File: config.mk
export PLATFORM = sky130hd
export DESIGN_NAME = ws2812_rz_decoder
export DESIGN_NICKNAME = d
export VERILOG_FILES = /design/src/rtl/ws2812_rz_decoder.sv
export SDC_FILE = /design/constraint.sdc
export NUM_CORES = 1
export LEC_CHECK = 0
export CAP_MARGIN = 20
export CORE_UTILIZATION = 51
export CTS_CLUSTER_DIAMETER = 150
export DETAILED_ROUTE_END_ITERATION = 8
export PLACE_DENSITY = 0.79
export SYNTH_ARGS = -nofsm -noshare
export SYNTH_HDL_FRONTEND = slang
export SYNTH_SLANG_ARGS = --single-unit
File: constraint.sdc
create_clock -name clk -period 1.9 [get_ports clk]
set_input_delay 0.285 -clock clk [delete_from_list [all_inputs] [get_ports clk]]
set_output_delay 0.285 -clock clk [all_outputs]
set_load 0.05 [all_outputs]
File: src/rtl/ws2812_rz_decoder.sv
// ws2812_rz_decoder
// Receive side of a WS2812 single-wire return-to-zero link. Each high pulse on
// din is timed in clk cycles. A pulse of BIT_THRESHOLD_CYCLES or more decodes
// as 1; a shorter pulse decodes as 0. Bits arrive MSB first in G, R, B order.
// Every 24 bits are reported as one pixel. A long low period is a latch and
// ends the frame.
//
// Optional feature: define WS2812_RX_FORWARD_EN to build the cascade forwarder.
// Pixel 0 of each frame is consumed. Later pixels are repeated on dout, which
// emulates a daisy-chained LED. Without the macro, dout is tied low.
//
// Ports:
//   clk          in   single clock, rising edge
//   rst_n        in   asynchronous active-low reset
//   din          in   serial WS2812 line, asynchronous to clk
//   r, g, b      out  last decoded pixel (8 bits each)
//   pixel_valid  out  one-cycle pulse; r/g/b/pixel_index are valid while high
//   pixel_index  out  index of the reported pixel since the last latch
//   frame_end    out  one-cycle pulse when a latch low period is detected
//   err          out  one-cycle pulse on a protocol error
//   dout         out  cascade output (forwarder only, else 0)
module ws2812_rz_decoder #(
  parameter int unsigned BIT_THRESHOLD_CYCLES = 6,
  parameter int unsigned MAX_HIGH_CYCLES      = 20,
  parameter int unsigned RESET_CYCLES         = 500
) (
  input  logic       clk,
  input  logic       rst_n,
  input  logic       din,
  output logic [7:0] r,
  output logic [7:0] g,
  output logic [7:0] b,
  output logic       pixel_valid,
  output logic [9:0] pixel_index,
  output logic       frame_end,
  output logic       err,
  output logic       dout
);

  localparam int unsigned HcW = $clog2(MAX_HIGH_CYCLES + 1);
  localparam int unsigned LcW = $clog2(RESET_CYCLES + 1);

  localparam logic [HcW-1:0] HcMax = HcW'(MAX_HIGH_CYCLES);
  localparam logic [HcW-1:0] HcThr = HcW'(BIT_THRESHOLD_CYCLES);
  localparam logic [HcW-1:0] HcOne = HcW'(1);
  localparam logic [LcW-1:0] LcMax = LcW'(RESET_CYCLES);
  localparam logic [LcW-1:0] LcOne = LcW'(1);

  typedef enum logic [1:0] {
    StWaitReset,
    StIdle,
    StHigh,
    StLow
  } state_e;

  // ---------------------------------------------------------------------------
  // Input conditioning: 2-FF synchronizer plus one delay stage for edges
  // ---------------------------------------------------------------------------
  logic din_m, din_s, din_d;

  always_ff @(posedge clk or negedge rst_n) begin
    if (!rst_n) begin
      din_m <= 1'b0;
      din_s <= 1'b0;
      din_d <= 1'b0;
    end else begin
      din_m <= din;
      din_s <= din_m;
      din_d <= din_s;
    end
  end

  logic rise, fall;
  assign rise = din_s & ~din_d;
  assign fall = ~din_s & din_d;

  // ---------------------------------------------------------------------------
  // State and datapath registers
  // ---------------------------------------------------------------------------
  state_e         state_q, state_d;
  logic [HcW-1:0] hc_q, hc_d;
  logic [LcW-1:0] lc_q, lc_d;
  logic [4:0]     bc_q, bc_d;
  // Only 23 history bits are kept; the 24th bit is merged in when the word completes.
  logic [22:0]    sr_q, sr_d;
  logic [9:0]     pix_q, pix_d;
  logic [7:0]     r_q, r_d, g_q, g_d, b_q, b_d;
  logic [9:0]     idx_q, idx_d;
  logic           pv_q, pv_d, fe_q, fe_d, err_q, err_d;

  logic [HcW-1:0] hc_inc;
  logic           high_err;
  logic           bit_val;
  logic [23:0]    word;

  assign hc_inc   = hc_q + HcOne;
  // The pulse is still high and the count would reach the limit on this edge.
  assign high_err = (state_q == StHigh) && din_s && (hc_inc == HcMax);
  assign bit_val  = (hc_q >= HcThr);
  assign word     = {sr_q, bit_val};

  always_ff @(posedge clk or negedge rst_n) begin
    if (!rst_n) begin
      state_q <= StWaitReset;
    end else begin
      state_q <= state_d;
    end
  end

  // ---------------------------------------------------------------------------
  // Next-state logic
  // ---------------------------------------------------------------------------
  always_comb begin
    state_d = state_q;
    unique case (state_q)
      StWaitReset: begin
        if (lc_q == LcMax) begin
          state_d = rise ? StHigh : StIdle;
        end
      end
      StIdle: begin
        if (rise) begin
          state_d = StHigh;
        end
      end
      StHigh: begin
        if (high_err) begin
          state_d = StWaitReset;
        end else if (fall) begin
          state_d = StLow;
        end
      end
      StLow: begin
        // A rise on the same edge as the latch starts the next frame immediately.
        if (lc_q == LcMax) begin
          state_d = rise ? StHigh : StIdle;
        end else if (rise) begin
          state_d = StHigh;
        end
      end
      default: state_d = StWaitReset;
    endcase
  end

  // ---------------------------------------------------------------------------
  // Counters, shift register and registered-output next values
  // ---------------------------------------------------------------------------
  always_comb begin
    hc_d  = hc_q;
    lc_d  = lc_q;
    bc_d  = bc_q;
    sr_d  = sr_q;
    pix_d = pix_q;
    r_d   = r_q;
    g_d   = g_q;
    b_d   = b_q;
    idx_d = idx_q;
    pv_d  = 1'b0;
    fe_d  = 1'b0;
    err_d = 1'b0;

    unique case (state_q)
      StWaitReset: begin
        bc_d = '0;
        hc_d = '0;
        if (lc_q == LcMax) begin
          lc_d = '0;
          hc_d = rise ? HcOne : '0;
        end else if (din_s) begin
          lc_d = '0;
        end else begin
          lc_d = lc_q + LcOne;
        end
      end
      StIdle: begin
        lc_d = '0;
        if (rise) begin
          hc_d = HcOne;
        end
      end
      StHigh: begin
        if (high_err) begin
          // Stuck-high line: drop the partial pixel and resynchronise on a latch.
          err_d = 1'b1;
          bc_d  = '0;
          pix_d = '0;
          hc_d  = '0;
          lc_d  = '0;
        end else if (fall) begin
          sr_d = word[22:0];
          hc_d = '0;
          lc_d = LcOne;
          if (bc_q == 5'd23) begin
            g_d   = word[23:16];
            r_d   = word[15:8];
            b_d   = word[7:0];
            idx_d = pix_q;
            pv_d  = 1'b1;
            pix_d = pix_q + 10'd1;
            bc_d  = '0;
          end else begin
            bc_d = bc_q + 5'd1;
          end
        end else if (hc_q != HcMax) begin
          hc_d = hc_inc;
        end
      end
      StLow: begin
        if (lc_q == LcMax) begin
          fe_d  = 1'b1;
          err_d = (bc_q != 5'd0);
          bc_d  = '0;
          pix_d = '0;
          lc_d  = '0;
          hc_d  = rise ? HcOne : '0;
        end else if (rise) begin
          hc_d = HcOne;
          lc_d = '0;
        end else begin
          lc_d = lc_q + LcOne;
        end
      end
      default: begin
        hc_d = '0;
        lc_d = '0;
        bc_d = '0;
      end
    endcase
  end

  always_ff @(posedge clk or negedge rst_n) begin
    if (!rst_n) begin
      hc_q  <= '0;
      lc_q  <= '0;
      bc_q  <= '0;
      sr_q  <= '0;
      pix_q <= '0;
      r_q   <= '0;
      g_q   <= '0;
      b_q   <= '0;
      idx_q <= '0;
      pv_q  <= 1'b0;
      fe_q  <= 1'b0;
      err_q <= 1'b0;
    end else begin
      hc_q  <= hc_d;
      lc_q  <= lc_d;
      bc_q  <= bc_d;
      sr_q  <= sr_d;
      pix_q <= pix_d;
      r_q   <= r_d;
      g_q   <= g_d;
      b_q   <= b_d;
      idx_q <= idx_d;
      pv_q  <= pv_d;
      fe_q  <= fe_d;
      err_q <= err_d;
    end
  end

  assign r           = r_q;
  assign g           = g_q;
  assign b           = b_q;
  assign pixel_index = idx_q;
  assign pixel_valid = pv_q;
  assign frame_end   = fe_q;
  assign err         = err_q;

  // ---------------------------------------------------------------------------
  // Cascade forwarder
  // ---------------------------------------------------------------------------
`ifdef WS2812_RX_FORWARD_EN
  logic fwd_q, dout_q;

  always_ff @(posedge clk or negedge rst_n) begin
    if (!rst_n) begin
      fwd_q  <= 1'b0;
      dout_q <= 1'b0;
    end else begin
      if (fe_d || err_d) begin
        fwd_q <= 1'b0;
      end else if (pv_d && (pix_q == 10'd0)) begin
        fwd_q <= 1'b1;
      end
      dout_q <= din_s & fwd_q;
    end
  end

  assign dout = dout_q;
`else
  assign dout = 1'b0;
`endif

endmodule

==> run_results.csv <==
group,metric,value,unit
synthesis,synth_edf_count,0,
cts,clock_sinks,94,
cells_and_area,layout_commonest_cell,"dfrtp_1",
pwr,power_density,721,nW/µm²
die,io_pins,41,
synthesis,ys_ff_latch,94,
cts,cts_root_buf,"clkbuf_8",
placement,routabilityCongestion,0.820,
status,status,"complete, no violations",
synthesis,yosys.cell_types.count,52,
die,fp-row-count,32,
synthesis,synth.cell_area,4220,µm²
cts,tritoncts,"built",
synthesis,syn_inst,335,
min_path,min_path_type,"flop to flop",
cts,h-tree-depth,3,
cts,numCtsBuffers,9,
placement,place_area,4850,µm²
timing,worst_pin_slew,0.523,ns
timing,relSlewSlack,65.0,%
timing,setup_ws,0.0727,ns
routing,drt_iter0_drc,125,
timing,max_clock_freq,547,MHz
timing,finalSetupTns,0,ns
timing,setup_viol,0,
cells_and_area,final_cell_mix,"dfrtp_1, mux2_2, clkdlybuf4s50_1",
routing,wl,8100,µm
routing,avgRoutedWirePerCell,16.3,µm
placement,dp_slack,0.0268,ns
timing,finalCritPeriodShare,96.2,%
cells_and_area,areaGrowthSynthToFinish,22.0,%
routing,antenna_left,0,
routing,drcViolationCount,0,
grt,grt_usage,20.2,%
grt,grt_pass1_wl,13500,µm
grt,antenna_found_initial,0,
cells_and_area,n_antenna_cell,0,
synthesis,yosysTopAreaCell,"dfrtp_1",
job,drv_cap,0,
die,core,7890,µm²
synthesis,synthFlopType,"dfrtp_1",
setup_path,crit_type,"flop to output port",
die,die_area,8650,µm²
placement,portBuffers,39,
grt,grt_pass1_vias,2729,
setup_path,slowest_delay,0.82,ns
routing,vias_per_cell,5.78,
setup_path,crit_path_max_fanout,2,
setup_path,endpoint_kind,"output port",
setup_path,startpoint_type,"flop",
die,start_util,53.6,%
placement,dp_hpwl,5350,µm
cells_and_area,nNetsFinal,403,
timing,slew_violations,0,
pwr,total_power,3.71,mW
routing,vias,2877,
cells_and_area,seq_area,2350,µm²
setup_path,crit_chain,"clkdlybuf4s50_1",
cts,clkTransAtPathRegs,0.09,ns
timing,fin_skew,0.00864,ns
cells_and_area,nFillCells,569,
setup_path,worstPathRequired,1.62,ns
cells_and_area,design_area,5150,µm²
synthesis,synthTopCellsByArea,"dfrtp_1, mux2_2, a31oi_1",
cts,cts.path.max_buffers,2,
pwr,peakVddDrop,0.521,mV
grt,grt_max_degree,46,
setup_path,critPathSlowestCell,"clkdlybuf4s50_1",
synthesis,yosysTopAreaCellShare,55.7,%
synthesis,seq_area_frac_synth,55.7,%
synthesis,ys_warn_count,0,
cells_and_area,multiInputGateArea,1780,µm²
cts,clkLatencyLatePin,0.37,ns
pwr,leakage,2.49,nW
setup_path,timing.critical_path.buf_inv,1,
setup_path,worstPathArrival,1.54,ns
timing,whs,0.353,ns
grt,grt_overflow,0,
timing,hold_viol_final,0,
synthesis,synth_fp_nets,346,
setup_path,path_delay_family,"buffers and inverters",
timing,finalCriticalPeriod,1.83,ns
synthesis,async_reset_ff_share,100,%
synthesis,syn_area_per_cell,12.6,µm²
die,die_y,93.0,µm
die,die_x,93.0,µm
routing,first_pass_iters,4,
cells_and_area,layout-drive-gt1-share,26.5,%
sequential cells by signal (all words and copies together) (netlist names):
name,count
sr_q,23
pix_q,10
pixel_index,10
lc_q,9
b,8
g,8
r,8
bc_q,5
hc_q,5
state_q,2
din_d,1
din_m,1
din_s,1
err,1
frame_end,1
pixel_valid,1
power breakdown:
group / total (mW) / leakage (nW) / switching, mW / internal, mW
clock: 1.59 / 0.120 / 0.708 / 0.878
combinational: 0.107 / 1.07 / 0.0713 / 0.0357
sequential: 2.02 / 1.30 / 0.0117 / 2.01
logic make-up after synthesis:
family	synth area share (%)
simple gates	12.0
buf+inv	3.14
mux	14.9
other cells	0.0888
fa+ha+maj	2.37
compound gates	11.2
xor+xnor	0.622
flops	55.7
stage by stage:
step | instances | util [%]
floorplan | 335 | -
global placement | 480 | 61.5
detailed placement | 480 | 61.5
CTS | 496 | 64.6
global route | 498 | 65.3
finish | 498 | 65.3
path summary, 6_finish.rpt:
check / startpoint / slack, ns / endpoint / cells past startpoint
min: din_m$_DFF_PN0_ / 0.35 / din_s$_DFF_PN0_ / 0
min reg2reg: din_m$_DFF_PN0_ / 0.35 / din_s$_DFF_PN0_ / 0
max in group asynchronous: rst_n / 0.89 / lc_q[3]$_DFFE_PN0P_ / 3
max reg2reg: hc_q[0]$_DFFE_PN0P_ / 0.09 / hc_q[3]$_DFFE_PN0P_ / 5
min in group asynchronous: rst_n / 0.43 / b[1]$_DFFE_PN0P_ / 2
max: b[1]$_DFFE_PN0P_ / 0.07 / b[1] / 1
synthesized netlist by cell type, drive strengths merged, types with 7 or more instances:
cell type and n:
o21ai 7, a21oi 14, nand2 15, nor2 8
inv 9, mux2 55, nand2b 8, buf 12
ha 8, nor3 9, dfrtp 94, and3 8
a31oi 16, nand3 12
metal layers:
metal	vias up	share of wire (%)	global-route usage (%)
li1	1361	-	-
met3	13	3.9	4.72
met2	69	49	31.8
met5	-	0	0
met4	0	2.0	8.33
met1	1434	45	27.0
timing repair:
action,4_1_cts,5_1_grt
gates resized for setup,0,10
hold endpoints to repair,34,0
endpoints found under the setup margin,0,26
setup buffers,0,2
hold buffers,1,0
area by class of cell:
class	count	share of cell area, %
inverters	9	0.656
flip-flops and latches	94	45.7
clock inverters	6	2.26
clock buffers	9	2.40
multi-input cells	217	34.6
well taps	102	2.48
repair buffers	61	11.9
Power figures use the tool's default switching activity.
